### config.mk
export PLATFORM = sky130hd
export DESIGN_NAME = pc_ctrl_flat
export DESIGN_NICKNAME = d
export VERILOG_FILES = /design/src/rtl/pc_ctrl_if.sv /design/src/rtl/pc_ctrl.sv /design/src/flat_wrapper.sv
export SDC_FILE = /design/constraint.sdc
export NUM_CORES = 1
export LEC_CHECK = 0
export ABC_AREA = 1
export BUFFER_PORTS_ARGS = -buffer_cell sky130_fd_sc_hd__buf_2
export CAP_MARGIN = 40
export CORE_MARGIN = 3
export CORE_UTILIZATION = 45
export DETAILED_ROUTE_END_ITERATION = 12
export PLACE_DENSITY = 0.73
export SETUP_SLACK_MARGIN = 0.05
export SLEW_MARGIN = 5
export SYNTH_ARGS = -nofsm -noshare
export SYNTH_HDL_FRONTEND = slang
export SYNTH_SLANG_ARGS = --single-unit
### constraint.sdc
create_clock -name clk -period 2.5 [get_ports clk]
set_clock_uncertainty 0.05 [all_clocks]
set_input_delay 0.5 -clock clk [delete_from_list [all_inputs] [get_ports clk]]
set_output_delay 0.5 -clock clk [all_outputs]
set_load 0.05 [all_outputs]
### src/rtl/pc_ctrl_if.sv
// pc_ctrl_if: bundles the fetch-sequencer control, redirect and
// instruction-memory handshake signals of pc_ctrl.
//   slave  : pc_ctrl side (redirects/handshake in, PC/strobes out)
//   master : pipeline/testbench side (the reverse directions)
interface pc_ctrl_if;
    logic        stall;
    logic        id_jump_en;
    logic [31:0] id_jump_pc;
    logic        ex_redirect_en;
    logic [31:0] ex_redirect_pc;
    logic        trap_en;
    logic [31:0] trap_pc;
    logic        halt_req;
    logic        resume;
    logic        imem_ready;
    logic        imem_req;
    logic [31:0] imem_addr;
    logic [31:0] pc_out;
    logic        if_valid;
    logic        flush_ifid;
    logic        flush_idex;
    logic        misalign_err;

    modport slave (
        input  stall, id_jump_en, id_jump_pc, ex_redirect_en, ex_redirect_pc,
               trap_en, trap_pc, halt_req, resume, imem_ready,
        output imem_req, imem_addr, pc_out, if_valid, flush_ifid, flush_idex,
               misalign_err
    );

    modport master (
        output stall, id_jump_en, id_jump_pc, ex_redirect_en, ex_redirect_pc,
               trap_en, trap_pc, halt_req, resume, imem_ready,
        input  imem_req, imem_addr, pc_out, if_valid, flush_ifid, flush_idex,
               misalign_err
    );
endinterface

### src/rtl/pc_ctrl.sv
// pc_ctrl: next-PC sequencer for the 5-stage pipeline. Owns the fetch PC,
// arbitrates trap > EX redirect > ID jump > sequential, drives the
// instruction-memory request and parks redirects that arrive while a fetch
// is waiting on memory. Also produces the IF/ID and ID/EX flush strobes.
// Ports:
//   clk   - system clock, rising edge
//   reset - synchronous active-high reset
//   bus   - pc_ctrl_if.slave: stall, redirects, halt/resume, imem handshake,
//           pc_out/imem_addr, if_valid, flush strobes, misalign_err
//
// state | meaning
// BOOT  | one idle cycle after reset, no request
// FETCH | requesting pc_out (unless stalled); redirects load immediately
// WAIT  | request outstanding, memory not ready; redirects are parked
// HALT  | fetch stopped; resume or trap restarts it
module pc_ctrl #(
    parameter logic [31:0] RESET_VECTOR = 32'h0000_0000
) (
    input  logic       clk,
    input  logic       reset,
    pc_ctrl_if.slave   bus
);
    typedef enum logic [1:0] {S_BOOT, S_FETCH, S_WAIT, S_HALT} state_t;

    // Redirect priority classes; numeric order is the priority order.
    localparam logic [1:0] CLS_NONE = 2'd0;
    localparam logic [1:0] CLS_ID   = 2'd1;
    localparam logic [1:0] CLS_EX   = 2'd2;
    localparam logic [1:0] CLS_TRAP = 2'd3;

    state_t      state_q, state_d;
    logic [31:0] pc_q, pc_d;
    logic        if_valid_q, if_valid_d;
    logic        pend_q, pend_d;
    logic [1:0]  pend_cls_q, pend_cls_d;
    logic [31:0] pend_pc_q, pend_pc_d;
    logic        misalign_err_q, misalign_err_d;

    logic        ex_ok, id_ok, bad_tgt;
    logic [1:0]  rd_cls;
    logic [31:0] rd_pc;
    logic        rd_v;
    logic        req;
    logic [31:0] pc_inc;
    logic        pend_e;
    logic [1:0]  pend_cls_e;
    logic [31:0] pend_pc_e;

    // Misaligned EX/ID targets are treated as absent; trap_pc is trusted.
    always_comb begin
        ex_ok   = bus.ex_redirect_en && (bus.ex_redirect_pc[1:0] == 2'b00);
        id_ok   = bus.id_jump_en && (bus.id_jump_pc[1:0] == 2'b00);
        bad_tgt = (bus.ex_redirect_en && (bus.ex_redirect_pc[1:0] != 2'b00)) ||
                  (bus.id_jump_en && (bus.id_jump_pc[1:0] != 2'b00));
        rd_cls  = CLS_NONE;
        rd_pc   = '0;
        if (bus.trap_en) begin
            rd_cls = CLS_TRAP;
            rd_pc  = bus.trap_pc;
        end else if (ex_ok) begin
            rd_cls = CLS_EX;
            rd_pc  = bus.ex_redirect_pc;
        end else if (id_ok) begin
            rd_cls = CLS_ID;
            rd_pc  = bus.id_jump_pc;
        end
        rd_v = (rd_cls != CLS_NONE);
    end

    assign bus.flush_ifid = rd_v;
    assign bus.flush_idex = bus.trap_en || ex_ok;

    always_comb begin
        state_d        = state_q;
        pc_d           = pc_q;
        if_valid_d     = 1'b0;
        pend_d         = pend_q;
        pend_cls_d     = pend_cls_q;
        pend_pc_d      = pend_pc_q;
        misalign_err_d = bad_tgt;
        req            = 1'b0;
        pc_inc         = pc_q + 32'd4;

        // Pending view including a redirect arriving this cycle: equal or
        // higher priority replaces what is parked, lower priority is dropped.
        pend_e     = pend_q;
        pend_cls_e = pend_cls_q;
        pend_pc_e  = pend_pc_q;
        if (rd_v && (!pend_q || (rd_cls >= pend_cls_q))) begin
            pend_e     = 1'b1;
            pend_cls_e = rd_cls;
            pend_pc_e  = rd_pc;
        end

        case (state_q)
            S_BOOT: begin
                state_d = S_FETCH;
            end
            S_FETCH: begin
                req = !bus.stall;
                if (rd_v) begin
                    // The in-flight request is abandoned for the new target.
                    pc_d = rd_pc;
                    if (bus.halt_req && (!req || bus.imem_ready))
                        state_d = S_HALT;
                end else if (req && bus.imem_ready) begin
                    pc_d       = pc_inc;
                    if_valid_d = 1'b1;
                    if (bus.halt_req)
                        state_d = S_HALT;
                end else if (req) begin
                    state_d = S_WAIT;
                end else if (bus.halt_req) begin
                    state_d = S_HALT;
                end
            end
            S_WAIT: begin
                req = 1'b1;
                if (bus.imem_ready) begin
                    pc_d       = pend_e ? pend_pc_e : pc_inc;
                    if_valid_d = !pend_e;
                    pend_d     = 1'b0;
                    pend_cls_d = CLS_NONE;
                    pend_pc_d  = '0;
                    state_d    = bus.halt_req ? S_HALT : S_FETCH;
                end else begin
                    pend_d     = pend_e;
                    pend_cls_d = pend_cls_e;
                    pend_pc_d  = pend_pc_e;
                end
            end
            S_HALT: begin
                if (bus.trap_en) begin
                    pc_d    = bus.trap_pc;
                    state_d = S_FETCH;
                end else if (bus.resume) begin
                    state_d = S_FETCH;
                end
            end
            default: begin
                state_d = S_BOOT;
            end
        endcase
    end

    always_ff @(posedge clk) begin
        if (reset) begin
            state_q        <= S_BOOT;
            pc_q           <= RESET_VECTOR;
            if_valid_q     <= 1'b0;
            pend_q         <= 1'b0;
            pend_cls_q     <= CLS_NONE;
            pend_pc_q      <= '0;
            misalign_err_q <= 1'b0;
        end else begin
            state_q        <= state_d;
            pc_q           <= pc_d;
            if_valid_q     <= if_valid_d;
            pend_q         <= pend_d;
            pend_cls_q     <= pend_cls_d;
            pend_pc_q      <= pend_pc_d;
            misalign_err_q <= misalign_err_d;
        end
    end

    assign bus.imem_req     = req;
    assign bus.imem_addr    = pc_q;
    assign bus.pc_out       = pc_q;
    assign bus.if_valid     = if_valid_q;
    assign bus.misalign_err = misalign_err_q;
endmodule

### src/flat_wrapper.sv
// flat-port wrapper written by rule: the top's interface ports become plain ports
module pc_ctrl_flat 
#(
    parameter logic [31:0] RESET_VECTOR = 32'h0000_0000
)
  (clk, reset, bus_stall, bus_id_jump_en, bus_id_jump_pc, bus_ex_redirect_en, bus_ex_redirect_pc, bus_trap_en, bus_trap_pc, bus_halt_req, bus_resume, bus_imem_ready, bus_imem_req, bus_imem_addr, bus_pc_out, bus_if_valid, bus_flush_ifid, bus_flush_idex, bus_misalign_err);
  pc_ctrl_if bus_i ();
  input  logic clk;
  input  logic reset;
  input wire logic [$bits(bus_i.stall)-1:0] bus_stall;
  input wire logic [$bits(bus_i.id_jump_en)-1:0] bus_id_jump_en;
  input wire logic [$bits(bus_i.id_jump_pc)-1:0] bus_id_jump_pc;
  input wire logic [$bits(bus_i.ex_redirect_en)-1:0] bus_ex_redirect_en;
  input wire logic [$bits(bus_i.ex_redirect_pc)-1:0] bus_ex_redirect_pc;
  input wire logic [$bits(bus_i.trap_en)-1:0] bus_trap_en;
  input wire logic [$bits(bus_i.trap_pc)-1:0] bus_trap_pc;
  input wire logic [$bits(bus_i.halt_req)-1:0] bus_halt_req;
  input wire logic [$bits(bus_i.resume)-1:0] bus_resume;
  input wire logic [$bits(bus_i.imem_ready)-1:0] bus_imem_ready;
  output wire logic [$bits(bus_i.imem_req)-1:0] bus_imem_req;
  output wire logic [$bits(bus_i.imem_addr)-1:0] bus_imem_addr;
  output wire logic [$bits(bus_i.pc_out)-1:0] bus_pc_out;
  output wire logic [$bits(bus_i.if_valid)-1:0] bus_if_valid;
  output wire logic [$bits(bus_i.flush_ifid)-1:0] bus_flush_ifid;
  output wire logic [$bits(bus_i.flush_idex)-1:0] bus_flush_idex;
  output wire logic [$bits(bus_i.misalign_err)-1:0] bus_misalign_err;
  assign bus_i.stall = bus_stall;
  assign bus_i.id_jump_en = bus_id_jump_en;
  assign bus_i.id_jump_pc = bus_id_jump_pc;
  assign bus_i.ex_redirect_en = bus_ex_redirect_en;
  assign bus_i.ex_redirect_pc = bus_ex_redirect_pc;
  assign bus_i.trap_en = bus_trap_en;
  assign bus_i.trap_pc = bus_trap_pc;
  assign bus_i.halt_req = bus_halt_req;
  assign bus_i.resume = bus_resume;
  assign bus_i.imem_ready = bus_imem_ready;
  assign bus_imem_req = bus_i.imem_req;
  assign bus_imem_addr = bus_i.imem_addr;
  assign bus_pc_out = bus_i.pc_out;
  assign bus_if_valid = bus_i.if_valid;
  assign bus_flush_ifid = bus_i.flush_ifid;
  assign bus_flush_idex = bus_i.flush_idex;
  assign bus_misalign_err = bus_i.misalign_err;
  pc_ctrl #(.RESET_VECTOR(RESET_VECTOR)) u_core (.clk(clk), .reset(reset), .bus(bus_i));
endmodule
==> results.md <==
* Status: finished, final reports clean
* Slowest stage delay, CP at around 270 ps
* Worst Path Arrival at roughly 2400 ps
* Slew Limit Headroom at around 54%
* Startpoint types: input port
* Syn_area_per_cell at 5.54 um^2
* GRT Overall Usage at a little over a quarter
* Post-synth EDFFs at 0
* Vias in the first global route at between 6k and 7k
* Fin area at 0.00752 mm^2
* CP max stage cell: ha_1
* Setup TNS at 0 ps
* Port Buffers at 173
* Hold slack at 375 ps
* Pleak at between 3 and 4 nW
* Mux cell area share after synthesis at 0%
* Worst-path cell chain: buf_2 > inv_1 > nand2_2 > nor2_4 > nand2_1 > nand2_1 > inv_1 > ha_1 > o21ai_1 > nand2_1 > nand2_4 > inv_2 > buf_4 > nand2_1 > nand3_1 > nand3_1 > nand2_1 > inv_1
* Sequential area share after synthesis at 22.3%
* Placer congestion estimate at 0.957
* Initial Util at 47.1%
* Kind of critical path: in -> reg
* Tcrit/Tclk final at 88.0%
* Final std cells w/o fill at 1,457
* Compound-Gate Fraction of Synth Area at a little under a tenth
* CTS max path bufs at 2
* Dpl cell area at 0.00722 mm^2
* Peak VDD IR at 0.000344 V
* Die W at 125 um
* Reg-to-reg slack, setup at 300 ps
* Post-synth ARST share at 0%
* Post-CTS Resized at 0
* Synth warn at 0
* Via Count at 7,488
* Crit path required time at between 2000 and 3000 ps
* Die area at 0.0157 mm^2
* Min-delay src: bus_id_jump_en
* Die extent in y at about 130 um
* Hold path endpoint: u_core.bus.misalign_err
* Number of I/O pins at 174
* # setup viols final at 0
* Post-CTS Repair Setup Buffers at 0
* Max Freq at 0.455 GHz
* Clock slew at reported path FFs at around 60 ps
* Post-synthesis adder-cell area fraction at 1.37%
* Worst hold path class: in -> reg
* Clock Latency Late Sink at between 300 and 400 ps
* Final Hold Violating Endpoints at 0
* Final Max Tran Viols at 0
* Synth Flop Type: dfxtp_1
* DR vias/cell at 5.14
* RR Endpoint: u_core.bus.imem_addr[16]
* P&R area growth vs syn at 17.7%
* Synth Instances at 1,153
* Final nets at 1,388
* Synth Area in Simple Gates at 50.8%
* Num CTS Buffers at 9
* Nature of the critical path endpoint: register
* Layout cells sized above 1 at 21.6%
* Worst Tran Pin Value at around 690 ps
* DRT antenna net count at 0
* CTS tree: built
* Yosys cell types at 34
* Post-CTS Hold Fix Bufs at 0
* DR pass1 iterations at 7
* Period minus WS final at 2200 ps
* CP dominant cell by count: nand2_1
* Worst Path Max Fanout at 16
* RSZ-0062 raised after global routing: no
* Reg2Reg Depth at 9
* Main combinational cell family by area after synthesis: simple AND/OR/NAND/NOR gates
* PD cells at between 700 and 800 mW/mm^2
* Initial antenna violation count at 0
* Grt total ovfl at 0
* First-pass GRT wire length at 34,000 um
* Post-Synth XOR/XNOR Area at 1.23%
* Syn Nets at 1,265
* WL final at 20,700 um
* Mapped Area at 0.00639 mm^2
* Average wire per standard cell at around 14 um
* Largest net degree at the start of global routing at 52
* # clock sinks at 71
* Seq cells post-synth at 71
* H-Tree Depth at 3
* Crit Reg-Reg Startpoint: u_core.state_q[0]
* # diodes at 0
* Placement Rows at 42
* DRT iter0 DRCs at 712
* Max Cap Viol at 0
* Core area at 0.0136 mm^2
* Placed instance count at ~1.4k
* Hold depth at 3
* Drc violations at 0
* CTS root buffer: clkbuf_16
* HPWL after DPL at 15,300 um
[logic make-up after synthesis]
kind of cell,count (synthesis)
simple gates,739
compound gates,113
flops,71
xor+xnor,9
buf+inv,214
fa+ha+maj,7
[worst max path at each step]
stage	endpoint	cells past startpoint	from	slack [ps]
4_1_cts	bus_imem_req	4	u_core.state_q[0]	310
2_1_floorplan	bus_imem_req	6	u_core.state_q[0]	50
3_3_place_gp	u_core.bus.imem_addr[26]	18	bus_id_jump_pc[0]	40
5_1_grt	u_core.bus.imem_addr[27]	18	bus_id_jump_pc[0]	70
6_report	u_core.bus.imem_addr[25]	18	bus_id_jump_pc[0]	300
3_5_place_dp	u_core.bus.imem_addr[26]	18	bus_id_jump_pc[0]	-20
[layer usage]
metal,part of all wire (%),GRT usage (%)
met3,7.7,3.88
met4,2.0,8.61
met1,47,36.9
met5,0,0
met2,44,40.8
[state kept, by name (all words and copies together), names as in the netlist]
| name | count |
|---|---|
| u_core.bus.if_valid | 1 |
| u_core.pend_q | 1 |
| u_core.pend_pc_q | 32 |
| u_core.state_q | 2 |
| u_core.bus.misalign_err | 1 |
| u_core.pend_cls_q | 2 |
| u_core.bus.imem_addr | 32 |
[where the power goes]
part	leakage, nW	internal, W	switching (W)
clock network	0.145	0.000780	0.000511
logic	3.06	0.000813	0.00225
registers	0.579	0.00131	0.000303
[critical path: cells and delay by family]
| family | cells | cell delay [ps] |
|---|---|---|
| AND/OR/NAND/NOR | 10 | 800 |
| adder cells (fa/ha/maj) | 1 | 270 |
| buffers and inverters | 6 | 740 |
| AO/OA/AOI/OAI | 1 | 70 |
[layout by cell type, fill, tap and decap left out, drive strengths merged]
cell type,n
a21boi,2
a21oi,85
buf,204
clkbuf,14
clkinv,1
clkinvlp,1
dfxtp,71
ha,7
inv,122
nand2,357
nand3,209
nand4,4
nor2,123
nor3,1
o211ai,1
o21ai,24
o31ai,1
or2,45
xnor2,3
xor2,6
[synth_stat cells, types with 2 or more instances]
library cell / count / area [um^2]
a21boi_0: 2 / 15.0
a21oi_1: 84 / 420
buf_1: 7 / 26.3
buf_2: 16 / 80.1
buf_4: 34 / 255
buf_6: 3 / 33.8
clkbuf_1: 30 / 113
clkbuf_2: 2 / 10.0
dfxtp_1: 71 / 1420
ha_1: 7 / 87.6
inv_1: 117 / 439
inv_2: 5 / 18.8
nand2_1: 351 / 1320
nand2_2: 4 / 25.0
nand2_4: 2 / 22.5
nand3_1: 207 / 1040
nand4_1: 3 / 18.8
nor2_1: 119 / 447
nor2_4: 3 / 33.8
o21ai_0: 23 / 115
or2_1: 7 / 43.8
or2_2: 37 / 231
xnor2_1: 3 / 26.3
xor2_1: 6 / 52.6
[through the flow]
stage	worst slack (ps)	utilization [%]	total power [W]
2_1_floorplan	49.3	-	0.00406
3_3_place_gp	40.2	53.3	0.00466
3_5_place_dp	-15.3	53.3	0.00468
4_1_cts	307	55.4	0.00597
5_1_grt	68.8	55.4	0.00630
6_report	301	55.4	0.00597
[final cells by class]
type                            instances  area [um^2]
Timing Repair Buffer                  204         1120
Inverter                              122          458
Multi-Input combinational cell        868         4000
Fill cell                            1470         6040
Clock buffer                           14          284
Tap cell                              176          220
Sequential cell                        71         1420
Clock inverter                          2         12.5
No activity file was read; power rests on OpenSTA's default activity.
